--- config.mk ---
export PLATFORM = sky130hd
export DESIGN_NAME = dcache_control
export DESIGN_NICKNAME = d
export VERILOG_FILES = /design/src/rtl/dcache_control_pkg.sv /design/src/rtl/dcache_control_sat_counter.sv /design/src/rtl/dcache_control.sv
export SDC_FILE = /design/constraint.sdc
export NUM_CORES = 1
export LEC_CHECK = 0
export BUFFER_PORTS_ARGS = -buffer_cell sky130_fd_sc_hd__buf_4
export CORE_MARGIN = 2
export CORE_UTILIZATION = 55
export DETAILED_ROUTE_END_ITERATION = 12
export PLACE_DENSITY = 0.8
export SYNTH_ARGS = -nofsm -noshare
export SYNTH_HDL_FRONTEND = slang
export SYNTH_SLANG_ARGS = --single-unit
--- constraint.sdc ---
create_clock -name clk -period 2.9 [get_ports clk]
set_input_delay 0.29 -clock clk [delete_from_list [all_inputs] [get_ports clk]]
set_output_delay 0.29 -clock clk [all_outputs]
set_load 0.1 [all_outputs]
--- src/rtl/dcache_control_pkg.sv ---
// Shared types for the L1 data cache controller.
//   dcache_ctrl_state_t : sequencing states of the miss-handling FSM
package dcache_control_pkg;

   typedef enum logic [1:0] {
      IDLE      = 2'd0,
      WRITEBACK = 2'd1,
      ALLOCATE  = 2'd2,
      REPLAY    = 2'd3
   } dcache_ctrl_state_t;

endpackage

--- src/rtl/dcache_control_sat_counter.sv ---
// Saturating up-counter used for the cache performance statistics.
// Ports:
//   clk, rst : clock, asynchronous active-high reset (count -> 0)
//   inc      : add one unless already at all-ones
//   clr      : synchronous clear, takes priority over inc
//   count    : current value
module sat_counter #(
   parameter int WIDTH = 16
) (
   input  logic             clk,
   input  logic             rst,
   input  logic             inc,
   input  logic             clr,
   output logic [WIDTH-1:0] count
);

   always_ff @(posedge clk or posedge rst) begin
      if (rst)
         count <= '0;
      else if (clr)
         count <= '0;
      else if (inc && (count != '1))
         count <= count + 1'b1;
   end

endmodule

--- src/rtl/dcache_control.sv ---
// Control FSM for a 2-way write-back L1 data cache.
// A CPU request that hits completes in the same cycle. A miss latches the
// address, writes back the dirty LRU line if needed, refills the line from
// pmem, spends one cycle letting the arrays settle, then lets the still-held
// request hit in IDLE.
// Ports:
//   clk, rst                     : clock, asynchronous active-high reset
//   mem_read, mem_write, mem_resp: CPU handshake
//   cache_hit, dirtyout          : datapath status
//   pmem_resp, pmem_read/write   : physical memory handshake
//   write_enable .. evict_allocate: datapath selects/strobes
//   perf_clear                   : synchronous clear of the perf counters
//   hit_count, miss_count, wb_count: saturating perf counters
module dcache_control
   import dcache_control_pkg::*;
#(
   parameter int CNT_WIDTH = 16
) (
   input  logic                 clk,
   input  logic                 rst,
   input  logic                 mem_read,
   input  logic                 mem_write,
   output logic                 mem_resp,
   input  logic                 cache_hit,
   input  logic                 dirtyout,
   input  logic                 pmem_resp,
   output logic                 pmem_read,
   output logic                 pmem_write,
   output logic                 write_enable,
   output logic                 cache_allocate,
   output logic                 datain_mux_sel,
   output logic                 valid_in,
   output logic                 dirty_datain,
   output logic                 pmem_address_sel,
   output logic                 addr_reg_load,
   output logic                 evict_allocate,
   input  logic                 perf_clear,
   output logic [CNT_WIDTH-1:0] hit_count,
   output logic [CNT_WIDTH-1:0] miss_count,
   output logic [CNT_WIDTH-1:0] wb_count
);

   dcache_ctrl_state_t state, state_next;
   logic from_replay;   // last cycle was REPLAY: the IDLE hit is a miss completing
   logic req;
   logic hit_inc, miss_inc, wb_inc;

   assign req = mem_read | mem_write;

   always_ff @(posedge clk or posedge rst) begin
      if (rst) begin
         state       <= IDLE;
         from_replay <= 1'b0;
      end else begin
         state       <= state_next;
         from_replay <= (state == REPLAY);
      end
   end

   // Outputs are forced low while rst is high so pmem strobes drop in the
   // same cycle reset arrives, even with a request still on the inputs.
   always_comb begin
      state_next       = state;
      mem_resp         = 1'b0;
      pmem_read        = 1'b0;
      pmem_write       = 1'b0;
      write_enable     = 1'b0;
      cache_allocate   = 1'b0;
      datain_mux_sel   = 1'b0;
      valid_in         = 1'b0;
      dirty_datain     = 1'b0;
      pmem_address_sel = 1'b0;
      addr_reg_load    = 1'b0;
      evict_allocate   = 1'b0;
      hit_inc          = 1'b0;
      miss_inc         = 1'b0;
      wb_inc           = 1'b0;
      if (!rst) begin
         unique case (state)
            IDLE: begin
               if (req && cache_hit) begin
                  mem_resp = 1'b1;
                  hit_inc  = !from_replay;
                  // read+write together is handled as a write
                  if (mem_write) begin
                     write_enable   = 1'b1;
                     datain_mux_sel = 1'b1;
                     valid_in       = 1'b1;
                     dirty_datain   = 1'b1;
                  end
               end else if (req) begin
                  addr_reg_load = 1'b1;
                  miss_inc      = 1'b1;
                  state_next    = dirtyout ? WRITEBACK : ALLOCATE;
               end
            end
            WRITEBACK: begin
               pmem_write       = 1'b1;
               pmem_address_sel = 1'b1;
               evict_allocate   = 1'b1;
               if (pmem_resp) begin
                  wb_inc     = 1'b1;
                  state_next = ALLOCATE;
               end
            end
            ALLOCATE: begin
               pmem_read      = 1'b1;
               evict_allocate = 1'b1;
               if (pmem_resp) begin
                  write_enable   = 1'b1;
                  cache_allocate = 1'b1;
                  valid_in       = 1'b1;
                  state_next     = REPLAY;
               end
            end
            REPLAY: state_next = IDLE;
            default: state_next = IDLE;
         endcase
      end
   end

   sat_counter #(.WIDTH(CNT_WIDTH)) u_hit_cnt (
      .clk(clk), .rst(rst), .inc(hit_inc), .clr(perf_clear), .count(hit_count)
   );
   sat_counter #(.WIDTH(CNT_WIDTH)) u_miss_cnt (
      .clk(clk), .rst(rst), .inc(miss_inc), .clr(perf_clear), .count(miss_count)
   );
   sat_counter #(.WIDTH(CNT_WIDTH)) u_wb_cnt (
      .clk(clk), .rst(rst), .inc(wb_inc), .clr(perf_clear), .count(wb_count)
   );

endmodule

==> results of run 1 <==
[cell type report]
cell class              count  area share, %
inverters                  15          1.489
clock buffers               6          2.183
repair buffers             66          13.10
multi-input cells         265          46.68
clock inverters             2         0.4300
well taps                  72          2.382
flip-flops and latches     51          33.74
[critical path, cell delays in order, from the launching register on]
cell and delay (ns):
dfrtp_1 0.41, inv_1 0.11, ha_1 0.37, nand3b_4 0.12
or4_1 0.66, a2111oi_2 0.36, mux2_2 0.37
[metrics by stage]
| stage | setup slack [ns] | power, mW | utilization, % |
|---|---|---|---|
| floorplan | 0.1514 | 1.275 | - |
| detailed placement | 0.3922 | 1.375 | 66.49 |
| global placement | 0.4534 | 1.364 | 66.49 |
| finish | 0.3957 | 1.811 | 68.27 |
| global route | 0.2746 | 1.884 | 68.27 |
| CTS | 0.3848 | 1.820 | 68.27 |
[worst max-delay path by stage]
stage,end,depth (start not counted),slack [ns],from
after global routing,u_hit_cnt.count[11]$_DFFE_PP0P_,6,0.27,state[1]$_DFFE_PP0P_
final,u_hit_cnt.count[9]$_DFFE_PP0P_,6,0.40,state[0]$_DFFE_PP0P_
after CTS,u_hit_cnt.count[9]$_DFFE_PP0P_,6,0.38,state[0]$_DFFE_PP0P_
after detailed placement,u_hit_cnt.count[9]$_DFFE_PP0P_,6,0.39,state[0]$_DFFE_PP0P_
after global placement,u_hit_cnt.count[9]$_DFFE_PP0P_,6,0.45,state[0]$_DFFE_PP0P_
after floorplan,write_enable,6,0.15,state[0]$_DFFE_PP0P_
[cell usage in the layout (no fill, tap or decap), drive strengths merged, types with 7 or more instances in the layout]
master  count
o21ai      10
nand4      10
ha          7
mux2i       7
o31ai      16
buf        66
dfrtp      51
inv        15
a21oi      26
nand2      28
nor2b      11
nor2       25
or3        11
a211oi      7
nor4       15
or4        20
mux2       12
nand3      17
[flip-flops by register name, summed over array words and instances, names as in the netlist]
register          flops
state                 2
u_hit_cnt.count      16
u_miss_cnt.count     16
u_wb_cnt.count       16
from_replay           1
[routing by layer]
layer / GRT usage (%) / wire (µm)
met4: 6.271 / 91
met2: 40.75 / 3630
met3: 4.751 / 500
met5: 0 / 0
met1: 36.14 / 3461
[power breakdown]
group | switching [mW] | total, mW | internal (mW)
logic | 0.446 | 0.595 | 0.149
registers | 0.0262 | 0.763 | 0.737
clock network | 0.257 | 0.453 | 0.195
[cells by family after synthesis]
kind of cell,after synthesis,share of synthesized area (%)
flip-flops,51,40.19
AO/OA/AOI/OAI,77,15.72
adder cells (fa/ha/maj),7,2.758
multiplexers,19,6.462
buffers and inverters,29,4.412
AND/OR/NAND/NOR,162,30.46
==> flow_summary.ini, run 1 <==
[run_status]
status = finished clean

[critical_path]
rrSetupSlack_ns = 0.40
path_max_fanout = 9
worstReg2RegStart = state[0]$_DFFE_PP0P_
crit_type = reg2reg
start_kind = flip-flop
r2r_end = u_hit_cnt.count[9]$_DFFE_PP0P_
critPathCaptureType = flip-flop
reg2reg_depth = 6
cp.required_ns = 3.12
crit_arrival_ns = 2.72

[pwr]
ir_worst_vdd_v = 0.0005910
p_leak_nw = 1.616
power.density_nw_per_um2 = 478.7

[timing]
skew_ns = 0.01578
tns_ns = 0
hold_violations = 0
slew-limit-headroom_pct = 28.41
worstMarginPinSlew_ns = 1.072
period_needed_ns = 2.504
fmax_ghz = 0.3993
period_share_pct = 86.36
rsz0062_at_grt = no
setup_viol = 0
drv_slew = 0
holdWs_ns = 0.2759

[global_route]
antenna_found_initial = 0
grt_max_degree = 57
track_usage_pct = 25.61
grt_pass1_vias = 2745
overflow = 0
grt_pass1_wl_um = 13100

[cts]
worstSkewPairLatency_ns = 0.32
hold_buffers = 0
clk_pin_slew_worst_paths_ns = 0.10
cts_resized = 0
clock_sink_count = 51
cts_tree = yes
cts_htree_levels = 2
post_cts_buffers = 0
cts_root_buffer = clkbuf_8
numCtsBuffers = 5
clockBufferDepth = 2

[routing]
routed_wl_um = 7684
detail_route.vias_per_cell = 6.262
drtPass1Iterations = 5
avgRoutedWirePerCell_um = 16.11
ant_nets = 0
route.vias.total = 2987
drc = 0
drt_iter0_drc = 241

[yosys]
netlist_top_cells_count = dfrtp_1, nand2_1, a21oi_1, nor2_1, or4_1
ys_seq_elements = 51
synth_flop_cell = dfrtp_1
synth.distinct_cells = 48
synth_top_area_share_pct = 40.19
synth.most_common_cell = dfrtp_1
yosysSeqAreaShare_pct = 40.19
synth_area_um2 = 3176
postSynthAreaPerCell_um2 = 9.204
synth_area_leaders = dfrtp_1, or4_1, mux2_2
synth_edf_count = 0
syn_inst = 345
ys_warn_count = 0
synth-async-reset-ratio_pct = 100.0
synth_largest_area_cell = dfrtp_1
syn_nets = 360

[placement]
dpl.hpwl_um = 5427
place_congestion = 0.8478
port_buffers = 66
placed_area_um2 = 3684
place_inst = 469

[final_layout]
layout-drive-gt1-share_pct = 25.68
fillCellCount = 480
seqCellArea_um2 = 1276
area_delta_synth_final_pct = 19.11
multi_input_area_um2 = 1765
nets = 419
final_cells = 477
diodes = 0
fin_area_um2 = 3782

[floorplanning]
die_h_um = 79.99
num_rows = 27
fp.dieW_um = 79.99
design.die.area_um2 = 6398
io-pin-count = 67
start_util_pct = 57.32
core_area_um2 = 5540

[flow_run]
cap_violations = 0

[worst_hold_path]
hp-class = in2async
(Power assumes the default switching activity.)
==> run 2, diff against run 1 <==
--- a/config.mk
+++ b/config.mk
@@ -6,10 +6,12 @@
 export NUM_CORES = 1
 export LEC_CHECK = 0
 export BUFFER_PORTS_ARGS = -buffer_cell sky130_fd_sc_hd__buf_4
+export CORE_ASPECT_RATIO = 1.4
 export CORE_MARGIN = 2
 export CORE_UTILIZATION = 55
 export DETAILED_ROUTE_END_ITERATION = 12
 export PLACE_DENSITY = 0.8
+export SKIP_LAST_GASP = 1
 export SYNTH_ARGS = -nofsm -noshare
 export SYNTH_HDL_FRONTEND = slang
 export SYNTH_SLANG_ARGS = --single-unit
==> run 2 against run 1 <==
Via count rose by 1.0%. Die area rose by 0.13%. Sequential power barely moved. Cell count fell by 0.42%. Clock power barely moved. Worst setup slack got worse by 0.047 ns. Sequential share of layout area fell by 0.10 points. Hold slack got worse by 0.24 ns. Design area rose by 0.30%. Wire length rose by 3.9%. Critical path depth did not move.
==> flow_summary.ini, run 2 (synthesis results as in run 1) <==
[run_status]
status = finished clean

[critical_path]
start_kind = flip-flop
cp.required_ns = 3.10
crit_arrival_ns = 2.75
path_max_fanout = 9
r2r_end = u_hit_cnt.count[11]$_DFFE_PP0P_
endpoint = u_hit_cnt.count[11]$_DFFE_PP0P_
critPathCaptureType = flip-flop
crit_type = reg2reg
worstReg2RegStart = state[0]$_DFFE_PP0P_
reg2reg_depth = 6
rrSetupSlack_ns = 0.35
worstSetupStartpoint = state[0]$_DFFE_PP0P_

[cts]
cts_root_buffer = clkbuf_8
cts_resized = 0
worstSkewPairLatency_ns = 0.31
clockBufferDepth = 2
post_cts_buffers = 0
clock_sink_count = 51
cts_htree_levels = 2
clk_pin_slew_worst_paths_ns = 0.09
hold_buffers = 0
numCtsBuffers = 5
cts_tree = yes

[final_layout]
final_cells = 475
diodes = 0
top_regs = u_hit_cnt.count x16, u_miss_cnt.count x16, u_wb_cnt.count x16
final_common_cell = buf_4
layout-drive-gt1-share_pct = 25.80
area_delta_synth_final_pct = 19.46
nets = 421
layout_common_cells = buf_4, dfrtp_1, nand2_1
utilization_pct = 68.66
fillCellCount = 451

[routing]
drt_iter0_drc = 184
routed_wl_um = 7982
drtPass1Iterations = 4
ant_nets = 0
avgRoutedWirePerCell_um = 16.80
drc = 0
route.vias.total = 3018
detail_route.vias_per_cell = 6.354

[pwr]
power.density_nw_per_um2 = 481.3
ir_worst_vdd_v = 0.0003361
p_leak_nw = 1.631

[flow_run]
cap_violations = 0

[global_route]
overflow = 0
track_usage_pct = 26.66
antenna_found_initial = 0
grt_pass1_vias = 2783
grt_pass1_wl_um = 13250
grt_max_degree = 57

[timing]
drv_slew = 0
worstMarginPinSlew_ns = 0.8859
fmax_ghz = 0.3919
setup_viol = 0
slew-limit-headroom_pct = 40.40
period_needed_ns = 2.551
period_share_pct = 87.98
skew_ns = 0.008740
final.setup.worst_slack_ns = 0.3486
rsz0062_at_grt = no
hold_violations = 0
tns_ns = 0

[worst_hold_path]
hp-class = in2async

[floorplanning]
core_area_um2 = 5525
design.die.area_um2 = 6406
io-pin-count = 67
die_h_um = 93.91
num_rows = 32
fp.dieW_um = 68.22
start_util_pct = 57.47

[placement]
place_congestion = 0.8402
port_buffers = 66
place_inst = 467
place_worst_setup_slack_ns = 0.3942
dpl.hpwl_um = 5731
run 2: per-stage QoR:
stage / total power, mW / hold slack, ns / instance area [µm²]
floorplan: 1.275 / 0.4892 / 3182
global placement: 1.366 / 0.3709 / 3694
detailed placement: 1.380 / 0.3841 / 3694
CTS: 1.833 / 0.05109 / 3794
global route: 1.901 / 0.06387 / 3794
finish: 1.826 / 0.03533 / 3794
run 2: power breakdown:
part / internal, mW / switching (mW) / leakage, nW
clock: 0.218 / 0.237 / 0.0515
sequential: 0.737 / 0.0294 / 0.708
combinational: 0.150 / 0.455 / 0.871
run 2: cell type report:
type                       instances  area, µm²  share of cell area [%]
inverter                          15      56.30                   1.484
clock buffer                       8      100.1                   2.639
sequential                        51       1276                   33.64
timing repair buffer              68      510.5                   13.46
tap                               68      85.08                   2.243
multi-input combinational        265       1765                   46.54
run 2: critical path, stage by stage, from the launching register on:
cell and delay, ns:
dfrtp_1 0.42, inv_1 0.11, ha_1 0.38, nand3b_4 0.11, or4_1 0.66, nor4_1 0.39, mux2_2 0.37
run 2: worst min path at each step:
stage	slack, ns	start	to
2_1_floorplan	0.49	rst	state[0]$_DFFE_PP0P_
3_3_place_gp	0.37	rst	u_miss_cnt.count[2]$_DFFE_PP0P_
3_5_place_dp	0.38	rst	u_miss_cnt.count[2]$_DFFE_PP0P_
4_1_cts	0.05	rst	u_wb_cnt.count[2]$_DFFE_PP0P_
5_1_grt	0.06	rst	u_wb_cnt.count[2]$_DFFE_PP0P_
6_report	0.04	rst	u_wb_cnt.count[5]$_DFFE_PP0P_
run 2: per-layer routing:
| metal | up-vias | track usage [%] | share of wire, % |
|---|---|---|---|
| li1 | 1449 | - | - |
| met1 | 1487 | 33.49 | 41 |
| met2 | 68 | 45.47 | 54 |
| met3 | 14 | 2.638 | 3.2 |
| met4 | 0 | 11.33 | 2.2 |
| met5 | - | 0 | 0 |
==> run 3, diff against run 2 <==
--- a/config.mk
+++ b/config.mk
@@ -10,7 +10,9 @@
 export CORE_MARGIN = 2
 export CORE_UTILIZATION = 55
 export DETAILED_ROUTE_END_ITERATION = 12
+export MAX_ROUTING_LAYER = met4
 export PLACE_DENSITY = 0.8
+export SKIP_CTS_REPAIR_TIMING = 1
 export SKIP_LAST_GASP = 1
 export SYNTH_ARGS = -nofsm -noshare
 export SYNTH_HDL_FRONTEND = slang
==> run 3 against run 2 <==
Die area stayed put. Combinational power is essentially flat. Hold slack improved by 0.0060 ns. Worst setup slack better by 0.020 ns. Clock skew down 0.0012 ns.
==> flow_summary.ini, run 3 (synthesis results as in run 1) <==
[critical_path]
path_max_fanout = 9
critPathMaxStageDelay_ns = 0.65
crit_arrival_ns = 2.73
critPathCaptureType = flip-flop
cp.required_ns = 3.10
path_cells = inv_1 -> ha_1 -> nand3b_4 -> or4_1 -> nor4_1 -> mux2_2
cp_slowest_cell = or4_1
start_kind = flip-flop
crit_type = reg2reg

[pwr]
pwr-share-seq_pct = 42.0
power.density_nw_per_um2 = 480.8
combPwrFrac_pct = 33.1
p_sw_mw = 0.7192
ir_worst_vdd_v = 0.0003358
p_leak_nw = 1.631
internal_power_mw = 1.105
clkPwrFrac_pct = 24.9
p_sw_share_pct = 39.43

[floorplanning]
io-pin-count = 67
die_h_um = 93.91
design.die.area_um2 = 6406
start_util_pct = 57.47
num_rows = 32
core_area_um2 = 5525
fp.dieW_um = 68.22

[timing]
hold_violations = 0
drv_slew = 0
fmax_ghz = 0.3950
final.setup.worst_slack_ns = 0.3684
setup_viol = 0
rsz0062_at_grt = no
skew_ns = 0.007548
worstMarginPinSlew_ns = 0.8756
tns_ns = 0
slew-limit-headroom_pct = 41.09
period_share_pct = 87.30
period_needed_ns = 2.532

[cts]
cts_tree = yes
numCtsBuffers = 5
worstSkewPairLatency_ns = 0.30
cts_root_buffer = clkbuf_8
clk_pin_slew_worst_paths_ns = 0.09
clockBufferDepth = 2
cts_htree_levels = 2
clock_sink_count = 51

[flow_run]
cap_violations = 0

[run_status]
status = finished clean

[placement]
place_inst = 467
dpl.hpwl_um = 5731
place_congestion = 0.8533
place_worst_setup_slack_ns = 0.3942
port_buffers = 66

[routing]
drtPass1Iterations = 4
routed_wl_um = 7974
drt_iter0_drc = 212
route.vias.total = 3018
drc = 0
detail_route.vias_per_cell = 6.354
ant_nets = 0
avgRoutedWirePerCell_um = 16.79

[final_layout]
utilization_pct = 68.66
area_delta_synth_final_pct = 19.46
top_regs = u_hit_cnt.count x16, u_miss_cnt.count x16, u_wb_cnt.count x16
layout-drive-gt1-share_pct = 25.80
final_cells = 475
final_common_cell = buf_4
layout_common_cells = buf_4, dfrtp_1, nand2_1
diodes = 0
fillCellCount = 451
nets = 421

[global_route]
overflow = 0
grt_max_degree = 57
antenna_found_initial = 0
track_usage_pct = 27.49
grt_pass1_wl_um = 13280
grt_pass1_vias = 2777

[worst_hold_path]
hp-class = in2async
-- run 3: cell counts in the layout (fill, tap and decap cells not counted) --
Identical to the previous run, type by type.
-- run 3: routing by layer --
| metal | track usage, % | wire [µm] | vias to the layer above |
|---|---|---|---|
| met1 | 33.64 | 3155 | 1473 |
| li1 | - | - | 1448 |
| met3 | 2.998 | 350 | 13 |
| met5 | - | 0 | - |
| met2 | 45.47 | 4300 | 84 |
| met4 | 11.33 | 167 | 0 |
-- run 3: critical path: cells and delay by family (launching register included) --
family / cells / cell delay, ns
mux: 1 / 0.37
buf+inv: 1 / 0.11
simple gates: 3 / 1.13
flops: 1 / 0.42
fa+ha+maj: 1 / 0.38
-- run 3: power by group through the flow --
stage               combinational, mW  sequential [mW]  clock [mW]
global route                    0.640            0.770       0.494
floorplan                       0.462            0.813           0
global placement                0.593            0.774           0
CTS                             0.607            0.766       0.461
detailed placement              0.603            0.777           0
finish                          0.604            0.766       0.455
-- run 3: worst paths after layout --
path                                                    to  slack [ns]  cells past startpoint                     startpoint
max                        u_hit_cnt.count[11]$_DFFE_PP0P_        0.37                      6           state[0]$_DFFE_PP0P_
min                        u_miss_cnt.count[2]$_DFFE_PP0P_        0.04                      2                            rst
max reg2reg                u_hit_cnt.count[11]$_DFFE_PP0P_        0.37                      6           state[0]$_DFFE_PP0P_
min reg2reg                  u_wb_cnt.count[5]$_DFFE_PP0P_        0.57                      2  u_wb_cnt.count[5]$_DFFE_PP0P_
max in group asynchronous   u_hit_cnt.count[6]$_DFFE_PP0P_        2.07                      3                            rst
min in group clk                      state[0]$_DFFE_PP0P_        0.37                      3                       dirtyout
-- run 3: stage by stage --
step / hold WS [ns] / instance area, µm² / power [mW]
detailed placement: 0.3841 / 3694 / 1.380
global placement: 0.3709 / 3694 / 1.366
floorplan: 0.4892 / 3182 / 1.275
finish: 0.04134 / 3794 / 1.824
CTS: 0.05109 / 3794 / 1.833
global route: 0.05969 / 3794 / 1.904
-- run 3: layout make-up --
cell class	count	area, µm²	area share [%]
clock buffers	8	100.1	2.639
inverters	15	56.30	1.484
flip-flops and latches	51	1276	33.64
multi-input cells	265	1765	46.54
repair buffers	68	510.5	13.46
well taps	68	85.08	2.243
